### src/rtl/keypad_scanner.sv
// keypad_scanner: 4x4 active-low matrix keypad scanner with debounce and packed-BCD digit entry
module keypad_scanner #(
  parameter int SCAN_DIV = 1024,
  parameter int DEBOUNCE = 4
) (
  input  logic        clk,
  input  logic        rst_n,
  output logic [3:0]  row_n,
  input  logic [3:0]  col_n,
  input  logic        clear,
  output logic        key_valid,
  output logic [3:0]  key_code,
  output logic [15:0] bcd_out,
  output logic [2:0]  digit_count
);
  localparam int DW = (SCAN_DIV > 1) ? $clog2(SCAN_DIV) : 1;
  localparam int CW = $clog2(DEBOUNCE + 1);
  // key code per snapshot bit {row, col}, bit 0 = r0c0
  localparam logic [63:0] KEYMAP = {4'hD, 4'hF, 4'h0, 4'hE,
                                    4'hC, 4'h9, 4'h8, 4'h7,
                                    4'hB, 4'h6, 4'h5, 4'h4,
                                    4'hA, 4'h3, 4'h2, 4'h1};
  typedef enum logic [1:0] {IDLE, PRESS_DB, HELD, REL_DB} state_t;
  state_t state, state_nx;
  logic [3:0]    sync1, sync2;
  logic [DW-1:0] div;
  logic [1:0]    row;
  logic [15:0]   snap, full;
  logic [CW-1:0] cnt, cnt_nx;
  logic [3:0]    cand, cand_nx, idx, code;
  logic [4:0]    nlow;
  logic          latch, eos, none, single, accept;
  assign latch  = div == DW'(SCAN_DIV - 1);
  assign eos    = latch && row == 2'd3;
  assign full   = {sync2, snap[11:0]};
  assign none   = nlow == 5'd0;
  assign single = nlow == 5'd1;
  assign code   = KEYMAP[{idx, 2'b00} +: 4];
  // classify the completed snapshot: number of pressed keys and the index of one of them
  always_comb begin
    nlow = '0;
    idx  = '0;
    for (int i = 0; i < 16; i++)
      if (!full[i]) begin
        nlow = nlow + 5'd1;
        idx  = 4'(i);
      end
  end
  // debounce decisions, taken once per full scan
  always_comb begin
    state_nx = state;
    cnt_nx   = cnt;
    cand_nx  = cand;
    accept   = 1'b0;
    if (eos)
      case (state)
        IDLE:
          if (single) begin
            cand_nx = code;
            cnt_nx  = CW'(1);
            accept  = DEBOUNCE == 1;
            state_nx = (DEBOUNCE == 1) ? HELD : PRESS_DB;
          end
        PRESS_DB:
          if (single && code == cand) begin
            cnt_nx = cnt + 1'b1;
            accept = cnt_nx == CW'(DEBOUNCE);
            state_nx = accept ? HELD : PRESS_DB;
          end else
            state_nx = IDLE;
        HELD:
          if (none) begin
            cnt_nx   = CW'(1);
            state_nx = (DEBOUNCE == 1) ? IDLE : REL_DB;
          end
        REL_DB:
          if (none) begin
            cnt_nx   = cnt + 1'b1;
            state_nx = (cnt_nx == CW'(DEBOUNCE)) ? IDLE : REL_DB;
          end else
            state_nx = HELD;
      endcase
  end
  // scan timing, column sampling, FSM state and output registers
  always_ff @(posedge clk or negedge rst_n)
    if (!rst_n) begin
      sync1       <= '1;
      sync2       <= '1;
      div         <= '0;
      row         <= '0;
      row_n       <= 4'b1110;
      snap        <= '1;
      state       <= IDLE;
      cnt         <= '0;
      cand        <= '0;
      key_valid   <= 1'b0;
      key_code    <= '0;
      bcd_out     <= '0;
      digit_count <= '0;
    end else begin
      sync1 <= col_n;
      sync2 <= sync1;
      div   <= latch ? '0 : div + 1'b1;
      if (latch) begin
        snap[{row, 2'b00} +: 4] <= sync2;
        row   <= row + 2'd1;
        row_n <= {row_n[2:0], row_n[3]};
      end
      state     <= state_nx;
      cnt       <= cnt_nx;
      cand      <= cand_nx;
      key_valid <= accept;
      if (accept)
        key_code <= cand_nx;
      if (clear) begin
        bcd_out     <= '0;
        digit_count <= '0;
      end else if (accept && cand_nx <= 4'd9) begin
        bcd_out     <= {bcd_out[11:0], cand_nx};
        digit_count <= (digit_count == 3'd4) ? 3'd4 : digit_count + 3'd1;
      end
    end
endmodule

### config.mk
export PLATFORM = sky130hd
export DESIGN_NAME = keypad_scanner
export DESIGN_NICKNAME = d
export VERILOG_FILES = /design/src/rtl/keypad_scanner.sv
export SDC_FILE = /design/constraint.sdc
export NUM_CORES = 1
export LEC_CHECK = 0
export CELL_PAD_IN_SITES_DETAIL_PLACEMENT = 0
export CELL_PAD_IN_SITES_GLOBAL_PLACEMENT = 2
export CORE_MARGIN = 2
export CORE_UTILIZATION = 41
export CTS_CLUSTER_SIZE = 16
export DETAILED_ROUTE_END_ITERATION = 16
export GPL_TIMING_DRIVEN = 0
export HOLD_SLACK_MARGIN = 0.08
export PLACE_DENSITY_LB_ADDON = 0.1
export REMOVE_ABC_BUFFERS = 1
export SKIP_LAST_GASP = 1
export SLEW_MARGIN = 20
export SYNTH_ARGS = -nofsm -noshare
export SYNTH_HDL_FRONTEND = slang
export SYNTH_SLANG_ARGS = --single-unit
### constraint.sdc
create_clock -name clk -period 24.9 [get_ports clk]
set_clock_uncertainty 0.05 [all_clocks]
set_input_delay 4.98 -clock clk [delete_from_list [all_inputs] [get_ports clk]]
set_output_delay 4.98 -clock clk [all_outputs]
set_load 0.1 [all_outputs]
### After elaboration in Yosys (flattened, before gate mapping)

Cells that the tools add are included.
Widths: inputs -> output; s select.

| storage, ports and cells | value |
|---|---|
| register bits after elaboration | 73 |
| latch bits | 0 |
| RAM bits | 0 |
| memory bits (read-only) | 0 |
| input port bits | 7 |
| output and inout bits | 28 |
| memories | 0 |

| operators by class | value |
|---|---|
| add/sub/neg operators | 20 |
| multipliers | 0 |
| divide/modulo/power cells | 0 |
| order comparisons | 1 |
| eq/ne operators | 13 |
| shift operators | 3 |
| mux-type cells | 56 |
| bitwise operators | 0 |
| reduce and logical (&&, ||, !) cells | 8 |

Operators with widths:

| cell | number |
|---|---|
| $add 5x1->5 const B | 15 |
| $mux 5 | 15 |
| $mux 4 | 17 |
| $shiftx 64x7->4 const A | 1 |
| $mux 16 | 2 |
| $mux 3 | 7 |
| $bwmux 16 | 1 |
| $shift 4x6->16 const A | 1 |
| $shiftx 4x6->16 | 1 |
| $mux 2 | 6 |
| $pmux 3 s4 | 1 |
| $add 10x1->10 const B | 1 |
| $eq 10x10->1 const B | 1 |
| $mux 10 | 1 |
| $ne 2x2->1 const B | 4 |
| $pmux 2 s4 | 1 |
| $add 3x1->3 const B | 2 |
| $eq 2x2->1 const B | 3 |
| $eq 3x3->1 const B | 2 |
| $neg 4->6 | 1 |
| $eq 5x1->1 const B | 1 |
| $logic_not 5->1 | 1 |
| $mux 1 | 5 |
| $reduce_and 5->1 | 1 |
| 8 further kinds | 10 |

### Logic depth before layout (Yosys ltp)

Gate-level depths: netlist of the first run.

| logic depth | value |
|---|---|
| word-level depth | 39 |
| mapped depth | 51 |

### Worst setup path before layout of the first run

OpenSTA, ideal clock, no wires.

| timing path | value |
|---|---|
| path kind | reg2reg |
| start | register snap[0] |
| end | register bcd_out[10] |
| data arrival time | 10178 ps |
| data required time | 24718 ps |
| setup slack | 14540 ps |
| stages on the path, launching flop included | 50 |
| buffers on the path | 2 |
| path through | dfstp_2 -> inv_1 -> ha_1 -> xnor2_1 -> ha_1 -> or2_2 -> and2_1 -> ha_1 -> mux2_2 -> ha_1 -> nand2b_1 -> o21ai_0 -> o21a_1 -> ha_1 -> nand2b_1 -> nand2_1 -> ha_1 -> a21o_1 -> [14 not listed] -> nand2_1 -> ha_1 -> nor2_1 -> a211oi_1 -> ha_1 -> mux2_2 -> ha_1 -> nor2b_1 -> xnor3_2 -> xor2_1 -> a32oi_1 -> or2_0 -> or4_1 -> a2111oi_0 -> buf_4 -> buf_6 -> mux2i_1 -> nor2_1 |

| between the ends | value |
|---|---|
| word-level cells in the longest chain between the ends | 38 |

Ends and longest elaborated chain:

| element | RTL line | text |
|---|---|---|
| start: declaration | 28 | `logic [15:0] snap, full;` |
| start signal: indexed assignment | 105 | `snap[{row, 2'b00} +: 4] <= sync2;` |
| $mux 1 (*) | 44 | `if (!full[i]) begin` |
| $add 5x1->5 | 45 | `nlow = nlow + 5'd1;` |
| $mux 5 (*) | 44 |  |
| $add 5x1->5 | 45 |  |
| $mux 5 (*) | 44 |  |
| $add 5x1->5 | 45 |  |
| $mux 5 (*) | 44 |  |
| $add 5x1->5 | 45 |  |
| [22 not listed] | - |  |
| $mux 5 (*) | 44 |  |
| $eq 5x1->1 (*) | 37 | `assign single = nlow == 5'd1;` |
| $mux 4 / $logic_and 1x1->1 (equally long branches) | 58, 65 |  |
| $mux 4 / $mux 1 (equally long branches) | 56, 65 |  |
| $mux 4 / $mux 1 (equally long branches) | - |  |
| $le 4x4->1 / $mux 1 (equally long branches) | 118, 55 |  |
| $logic_and 1x1->1 (*) | 118 | `end else if (accept && cand_nx <= 4'd9) begin` |
| $reduce_bool 2->1 (no line) (*) | - |  |
| end signal: assignment | 119 | `bcd_out <= {bcd_out[11:0], cand_nx};` |
| end: declaration | 13 | `output logic [15:0] bcd_out,` |

Mark *: on every way between the ends. The rest lies on a longest branch, timed or not.
A chain may end at the register's enable or synchronous reset.

### Worst setup path after layout of the first run

| timing path | value |
|---|---|
| start | register snap[1] |
| end | register bcd_out[14] |

| between the ends | value |
|---|---|
| word-level cells in the longest chain between the ends | 36 |

Ends and longest elaborated chain:

| element | RTL line |
|---|---|
| $mux 5 | 44 |
| $add 5x1->5 | 45 |
| $mux 5 | 44 |
| $add 5x1->5 | 45 |
| $mux 5 | 44 |
| $add 5x1->5 | 45 |
| $mux 5 | 44 |
| $add 5x1->5 | 45 |
| [20 not listed] | - |
| $mux 5 | 44 |
| $eq 5x1->1 | 37 |
| $mux 4 / $logic_and 1x1->1 (equally long branches) | 58, 65 |
| $mux 4 / $mux 1 (equally long branches) | 56, 65 |
| $mux 4 / $mux 1 (equally long branches) | - |
| $le 4x4->1 / $mux 1 (equally long branches) | 118, 55 |
| $logic_and 1x1->1 (*) | 118 |
| $reduce_bool 2->1 (no line) (*) | - |

Marks and branches as above.

==> metrics, run 1 <==
ANT nets after route 0; peak supply drop 31.0 µV; Leak Pwr 2.46 nW; full die area 13400 µm²; Worst Path Buf+Inv 6; Worst Path Max Fanout 7; worst setup margin 13300 ps; number of DRC markers in iteration 0 187; top-count cell post-synth nand2_1; GP Congestion 0.766; cell taking the most area after synthesis dfrtp_1; Critical Path End Type register; Synth Instances 542; initial antenna violation count 0; synth cell count leaders nand2_1 (67), dfrtp_1 (46), nor2_1 (46); RSZ-0062 raised after global routing no; CTS root buf clkbuf_16; first-pass GRT wire length 18600 µm; core area 12100 µm²; CTS H-Tree Depth 3; drt pass-1 iters 4; slowest stage cell, crit path or4_1; Setup-failing EPs final 0; number of distinct library cells after synthesis 72; Synth Flop Type dfrtp_1; status finished clean; Power Density 43.5 nW/µm²; ys async rst share 100%; Seq/Total Area, Yosys 34.4%; Crit Path Class reg2reg; TritonCTS clock tree done; Overall Global Routing Usage 17.4%; ratio of cells with drive above 1 in the final layout 15.1%; WP data required 25030 ps; WL final 10600 µm; met1 usage 23.9%; Top delay family on crit path adder cells; buffers added on ports 34; post-synthesis register bit count 69; Slew @ Worst Pin 1010 ps; CP most frequent cell ha_1; Routed WL per cell 14.2 µm; Final period util 46.6%; total of warnings raised by yosys 0; Synth top area share 22.6%; FMAX 86.2 MHz; Die Ht 116 µm; nets 606; Worst path max stage delay 580 ps; via count 3827; synthesis-to-layout area growth 15.4%; Tmin final 11600 ps; worst min path class reg2reg; vias in the first global route 3862; Slew Limit Fails 0; grt ovf 0; worst setup path startpoint snap[1]$_DFFE_PN1P_; worst skew pair latency 330 ps; reg2reg start snap[1]$_DFFE_PN1P_; clk slew on worst S/H paths 50 ps; setup bufs post-CTS 0; Max transition margin 32.5%; hold_sp sync1[2]$_DFF_PN1_; GR Util met2 27.4%; M3 GR Usage 3.19%; Max-cap violations 0; Detail Placement HPWL 7980 µm; EDFF count, synth 0; clk buf depth 2; busiest layer in global routing met2; DP Worst Slack 13250 ps; ANT cells 0; DRC viols 0; Hold-fix buffers, CTS 0; largest net degree at the start of global routing 37; Hold Vio Cnt, Final 0; largest cells by area after synthesis dfrtp_1 (23%), dfstp_2 (12%), ha_1 (6.9%); Rows 40; kind of start point of the critical path register; Die W 116 µm; drt via density 5.14; Post-Syn Area per Cell 9.42 µm²; initial core utilization 42.3%; setup TNS 0 ps; # IOs 35; post-synthesis cell area 5100 µm²; TritonCTS Buffers 9; Resized cells post-CTS 0; clock sinks 69; Worst Path Arrival 11740 ps
routing by layer:
| layer | up-vias | share of wire [%] |
|---|---|---|
| met2 | 42 | 45 |
| met5 | - | 0 |
| li1 | 1959 | - |
| met4 | 0 | 1.5 |
| met3 | 11 | 3.1 |
| met1 | 1815 | 50 |
registers in the layout, indices dropped and copies added, names as in the netlist, 3 cells and up:
| register | flops |
|---|---|
| bcd_out | 16 |
| snap | 12 |
| div | 10 |
| cand | 4 |
| key_code | 4 |
| row_n | 4 |
| sync1 | 4 |
| sync2 | 4 |
| cnt | 3 |
| digit_count | 3 |
cells in the final DEF (no fill, tap or decap), types with 12 or more instances in the layout:
cell / instances
dfrtp_1: 46
nor2_1: 46
dfstp_2: 23
ha_1: 28
nor3b_1: 12
xor2_1: 15
mux2i_1: 22
nand2_1: 67
inv_1: 22
xnor2_1: 30
o21ai_0: 33
clkdlybuf4s50_1: 33
nor2b_1: 15
cell families after synthesis:
| group | share of synthesized area (%) |
|---|---|
| AO/OA/AOI/OAI | 12.1 |
| XOR/XNOR | 12.6 |
| adder cells (fa/ha/maj) | 6.86 |
| buffers and inverters | 3.95 |
| flip-flops | 34.4 |
| multiplexers | 8.21 |
| AND/OR/NAND/NOR | 21.8 |
power breakdown:
group          switching, mW  total (mW)  internal (mW)
Combinational        0.00966      0.0159        0.00629
Sequential           0.00172       0.115          0.114
Clock                 0.0452       0.125         0.0799
Total                 0.0566       0.256          0.200
stage by stage:
| step | cell area (µm²) | cells | hold slack [ps] | power (mW) | util (%) |
|---|---|---|---|---|---|
| 2_1_floorplan | 5000 | 521 | 295 | 0.126 | - |
| 3_3_place_gp | 5550 | 723 | 296 | 0.132 | 46.0 |
| 3_5_place_dp | 5600 | 728 | 297 | 0.133 | 46.4 |
| 4_1_cts | 5890 | 744 | 300 | 0.260 | 48.8 |
| 5_1_grt | 5890 | 744 | 310 | 0.267 | 48.8 |
| 6_report | 5890 | 744 | 300 | 0.256 | 48.8 |
layout make-up:
type                            instances  area [µm²]
Fill cell                            1157        6170
Multi-Input combinational cell        428        3150
Sequential cell                        69        1760
Timing Repair Buffer                   39         383
Clock buffer                           12         246
Tap cell                              168         210
Inverter                               24        95.1
Clock inverter                          4        47.5
path summary, 6_finish.rpt:
path / endpoint / slack [ps] / cells past startpoint
min in group asynchronous: div[4]$_DFF_PN0_ / 4550 / 1
hold reg to reg: sync2[2]$_DFF_PN1_ / 300 / 0
setup / recovery: bcd_out[14]$_DFFE_PN0P_ / 13300 / 51
setup reg to reg: bcd_out[14]$_DFFE_PN0P_ / 13300 / 51
max in group asynchronous: row_n[2]$_DFFE_PN1N_ / 19650 / 2
hold / removal: sync2[2]$_DFF_PN1_ / 300 / 0
worst register-to-register path, delay by kind of cell, from the launching register on:
kind / cells / cell delay (ps)
buffers and inverters: 6 / 810
adders and majority gates: 14 / 4050
DFF: 1 / 550
xor gates and xnor gates: 2 / 370
AOI/OAI and AO/OA: 10 / 2410
and+or+nand+nor: 15 / 2200
muxes: 4 / 1030
(Power assumes the default switching activity.)
==> inputs of run 2 (changes only) <==
CORE_UTILIZATION = 38   (was 41)
clock period = 11.93 ns   (was 24.9 ns; I/O delays follow)
==> metrics, run 2 (synthesis results as in run 1) <==
kind of start point of the critical path register; largest net degree at the start of global routing 60; hold_sp sync1[2]$_DFF_PN1_; core area 13200 µm²; worst setup path startpoint snap[0]$_DFFE_PN1P_; Hold Vio Cnt, Final 0; clk buf depth 2; Layout fillers 1287; reg2reg start snap[0]$_DFFE_PN1P_; Detail Placement HPWL 7910 µm; placed cells 736; most common cell after layout, fill and taps aside nand2_1; Worst Reg-to-Reg Cells 46; status finished clean; Overall Global Routing Usage 15.9%; worst skew pair latency 330 ps; TritonCTS clock tree done; via count 3864; ratio of cells with drive above 1 in the final layout 15.9%; Max-cap violations 0; Hold-fix buffers, CTS 0; Slew @ Worst Pin 1000 ps; Non-Filler Instances 753; area of the multi-input gates 3180 µm²; CTS H-Tree Depth 3; Worst Path Max Fanout 6; setup TNS 0 ps; initial core utilization 38.7%; drt via density 5.13; worst setup path endpoint key_code[2]$_DFFE_PN0P_; Tmin final 11040 ps; clk slew on worst S/H paths 60 ps; worst min path class reg2reg; clock sinks 69; CTS root buf clkbuf_16; nets 607; worst reg2reg path endpoint key_code[2]$_DFFE_PN0P_; Die Ht 120 µm; CP most frequent cell ha_1; Max transition margin 32.9%; drt pass-1 iters 4; Crit Path Class reg2reg; Top Registers bcd_out: 16 flops, snap: 12 flops, div: 10 flops; Largest Register bcd_out; most frequent cells in the layout nand2_1 (67), dfrtp_1 (46), nor2_1 (45); full die area 14400 µm²; buffers added on ports 34; peak supply drop 86.1 µV; RSZ-0062 raised after global routing no; Routed WL per cell 14.1 µm; vias in the first global route 3872; TritonCTS Buffers 9; final core utilization 45.4%; Leak Pwr 2.50 nW; sequential cell area 1760 µm²; WL final 10600 µm; Hold Slack 304 ps; Placed Instance Area 5610 µm²; WP data required 12090 ps; Rows 42; grt ovf 0; Die W 120 µm; slowest stage cell, crit path a2111oi_2; initial antenna violation count 0; number of flip-flops under the largest register name 16; Setup-failing EPs final 0; synthesis-to-layout area growth 17.3%; GP Congestion 0.770; Worst path max stage delay 750 ps; ANT cells 0; first-pass GRT wire length 18700 µm; Final period util 92.5%; final instance area 5990 µm²; # IOs 35; Critical Path End Type register; Slew Limit Fails 0; ANT nets after route 0; number of DRC markers in iteration 0 145; Worst Path Arrival 11190 ps; DRC viols 0; Power Density 96.9 nW/µm²; R2R Setup Slk 890 ps; FMAX 90.6 MHz
-- run 2: through the flow --
stage	power, mW	setup slack, ps
floorplan	0.264	-1700
global placement	0.277	-4360
detailed placement	0.278	8.50
CTS	0.587	156
global route	0.601	87.3
finish	0.580	894
-- run 2: per-layer routing --
metal / up-vias / part of all wire, % / GRT usage (%) / wire [µm]
met2: 61 / 44 / 24.8 / 4720
met3: 9 / 4.1 / 3.18 / 433
met4: 0 / 1.1 / 5.07 / 116
met1: 1845 / 50 / 22.2 / 5340
met5: - / 0 / 0 / 0
li1: 1949 / - / - / -
-- run 2: worst min path at each step --
stage | endpoint | slack, ps | cells past startpoint
after global routing | sync2[0]$_DFF_PN1_ | 310 | 0
final | sync2[2]$_DFF_PN1_ | 300 | 0
after floorplan | sync2[0]$_DFF_PN1_ | 300 | 0
after CTS | sync2[1]$_DFF_PN1_ | 310 | 0
after global placement | sync2[1]$_DFF_PN1_ | 300 | 0
after detailed placement | sync2[1]$_DFF_PN1_ | 300 | 0
-- run 2: report_power, final --
group	internal [mW]	switching (mW)	total [mW]
Clock	0.210	0.0953	0.305
Combinational	0.0138	0.0205	0.0342
Sequential	0.237	0.00363	0.241
-- run 2: timing repair --
action | 4_1_cts | 5_1_grt
cloned | 0 | 0
setup endpoints to repair | 4 | 30
gates resized for setup | 1 | 5
buffers inserted | 0 | 1
pin swaps | 0 | 2
-- run 2: layout make-up --
cell class                 count  share of cell area, %
clock buffer                  12                   4.12
multi-input combinational    428                   53.1
sequential                    69                   29.3
tap                          176                   3.68
inverter                      24                   1.59
clock inverter                 4                   1.59
timing repair buffer          40                   6.56
-- run 2: worst max-delay path, delay by kind of cell (launching register included) --
| kind | cells | cell delay (ps) |
|---|---|---|
| adders and majority gates | 13 | 3620 |
| AOI/OAI and AO/OA | 9 | 2400 |
| and+or+nand+nor | 16 | 2380 |
| muxes | 4 | 1190 |
| xor gates and xnor gates | 2 | 640 |
| DFF | 1 | 540 |
| buffers and inverters | 2 | 110 |
==> inputs of run 3 (changes only) <==
CORE_ASPECT_RATIO = 0.6   (was default)
CORE_UTILIZATION = 41   (was 38)
SKIP_LAST_GASP = default   (was 1)
clock period = 14.3 ns   (was 11.93 ns; I/O delays follow)
==> metrics, run 3 (synthesis results as in run 1) <==
status finished clean; Critical Path End Type register; RSZ-0062 raised after global routing no; Detail Placement HPWL 8610 µm; number of DRC markers in iteration 0 199; hold_sp sync1[1]$_DFF_PN1_; core area 12100 µm²; largest net degree at the start of global routing 60; Rows 31; Resized cells post-CTS 0; Die Ht 90.4 µm; Power Density 76.5 nW/µm²; Leak Pwr 2.47 nW; synthesis-to-layout area growth 15.6%; worst setup path startpoint snap[1]$_DFFE_PN1P_; Logic pwr share 6.3%; GP Congestion 0.750; setup bufs post-CTS 0; sequential power share 44.5%; TritonCTS Buffers 9; grt ovf 0; ratio of cells with drive above 1 in the final layout 15.5%; Placed Instance Area 5600 µm²; reg2reg start snap[1]$_DFFE_PN1P_; slowest stage cell, crit path or4_1; CTS H-Tree Depth 3; Crit Path Class reg2reg; clock sinks 69; initial core utilization 42.2%; Worst Path Max Fanout 6; via count 3856; Worst path max stage delay 580 ps; FMAX 83.9 MHz; kind of start point of the critical path register; Tmin final 11920 ps; CTS root buf clkbuf_16; nets 606; CP most frequent cell ha_1; most frequent cells in the layout nand2_1 (67), nor2_1 (46), dfrtp_1 (46); Die W 148 µm; most common cell after layout, fill and taps aside nand2_1; Top delay family on crit path adder cells; Slew Limit Fails 0; TritonCTS clock tree done; peak supply drop 65.5 µV; number of flip-flops under the largest register name 16; Slew @ Worst Pin 989 ps; switching pwr 118 µW; buffers added on ports 34; Worst Path Arrival 12070 ps; WL final 11300 µm; Top Registers bcd_out: 16 flops, snap: 12 flops, div: 10 flops; Max-cap violations 0; Final period util 83.4%; Overall Global Routing Usage 17.9%; ANT nets after route 0; Pint 333 µW; clk slew on worst S/H paths 70 ps; drt via density 5.20; vias in the first global route 3694; clock share of power 49.2%; Routed WL per cell 15.2 µm; Hold-fix buffers, CTS 0; first-pass GRT wire length 19300 µm; Worst Path Buf+Inv 6; Hold Slack 306 ps; # IOs 35; Setup-failing EPs final 0; DRC viols 0; clk buf depth 2; drt pass-1 iters 5; Max transition margin 33.9%; Hold Vio Cnt, Final 0; initial antenna violation count 0; final instance area 5900 µm²; worst min path class reg2reg; ANT cells 0; Largest Register bcd_out; setup TNS 0 ps; worst skew pair latency 340 ps; full die area 13400 µm²; WP data required 14450 ps; Sw Ratio 26.3%
run 3: cell types whose count changed in the layout (fill, tap and decap cells not counted), moves of 2 or more:
cell       change
bufinv_16      -3
inv_6          +2
clkbuf_1       -2
inv_8          +3
run 3: stage by stage:
| stage | util [%] | setup slack (ps) | cells | power (mW) |
|---|---|---|---|---|
| final | 48.7 | 2380 | 741 | 0.451 |
| after CTS | 48.7 | 2440 | 741 | 0.457 |
| after detailed placement | 46.3 | 2480 | 725 | 0.233 |
| after global placement | 45.8 | -1780 | 720 | 0.231 |
| after global routing | 48.7 | 1540 | 741 | 0.471 |
| after floorplan | - | 667 | 521 | 0.220 |
run 3: layer usage:
metal	up-vias	GRT usage, %	wire length (µm)
li1	1956	-	-
met1	1848	29.7	6600
met2	42	23.4	4300
met3	10	3.74	319
met4	0	3.33	61
met5	-	0	0
run 3: area by class of cell:
| class | instances | area (µm²) |
|---|---|---|
| fill | 1189 | 6200 |
| tap | 165 | 206 |
| sequential | 69 | 1760 |
| timing repair buffer | 39 | 388 |
| inverter | 24 | 95.1 |
| clock inverter | 7 | 75.1 |
| clock buffer | 9 | 225 |
| multi-input combinational | 428 | 3150 |
run 3: power groups by stage:
stage	clock network [mW]	registers, mW	logic (mW)
floorplan	0	0.203	0.0174
global route	0.238	0.201	0.0324
finish	0.222	0.201	0.0283
detailed placement	0	0.204	0.0284
global placement	0	0.204	0.0266
CTS	0.228	0.201	0.0286
run 3: path summary, 6_finish.rpt:
path                                                    to  slack (ps)  cells past startpoint
worst max-delay path                bcd_out[8]$_DFFE_PN0P_        2380                     51
worst min-delay path                    sync2[1]$_DFF_PN1_         310                      0
worst max register to register      bcd_out[8]$_DFFE_PN0P_        2380                     51
worst min register to register          sync2[1]$_DFF_PN1_         310                      0
max in group asynchronous              snap[3]$_DFFE_PN1P_       11310                      2
min in group asynchronous       digit_count[0]$_DFFE_PN0P_        2310                      1
run 3: worst reg2reg max path, delay by kind of cell (launching register included):
family                   cells  cell delay, ps
AO/OA/AOI/OAI               10            2430
XOR/XNOR                     2             360
adder cells (fa/ha/maj)     14            4170
buffers and inverters        6             890
flip-flops                   1             560
multiplexers                 4            1020
AND/OR/NAND/NOR             15            2330
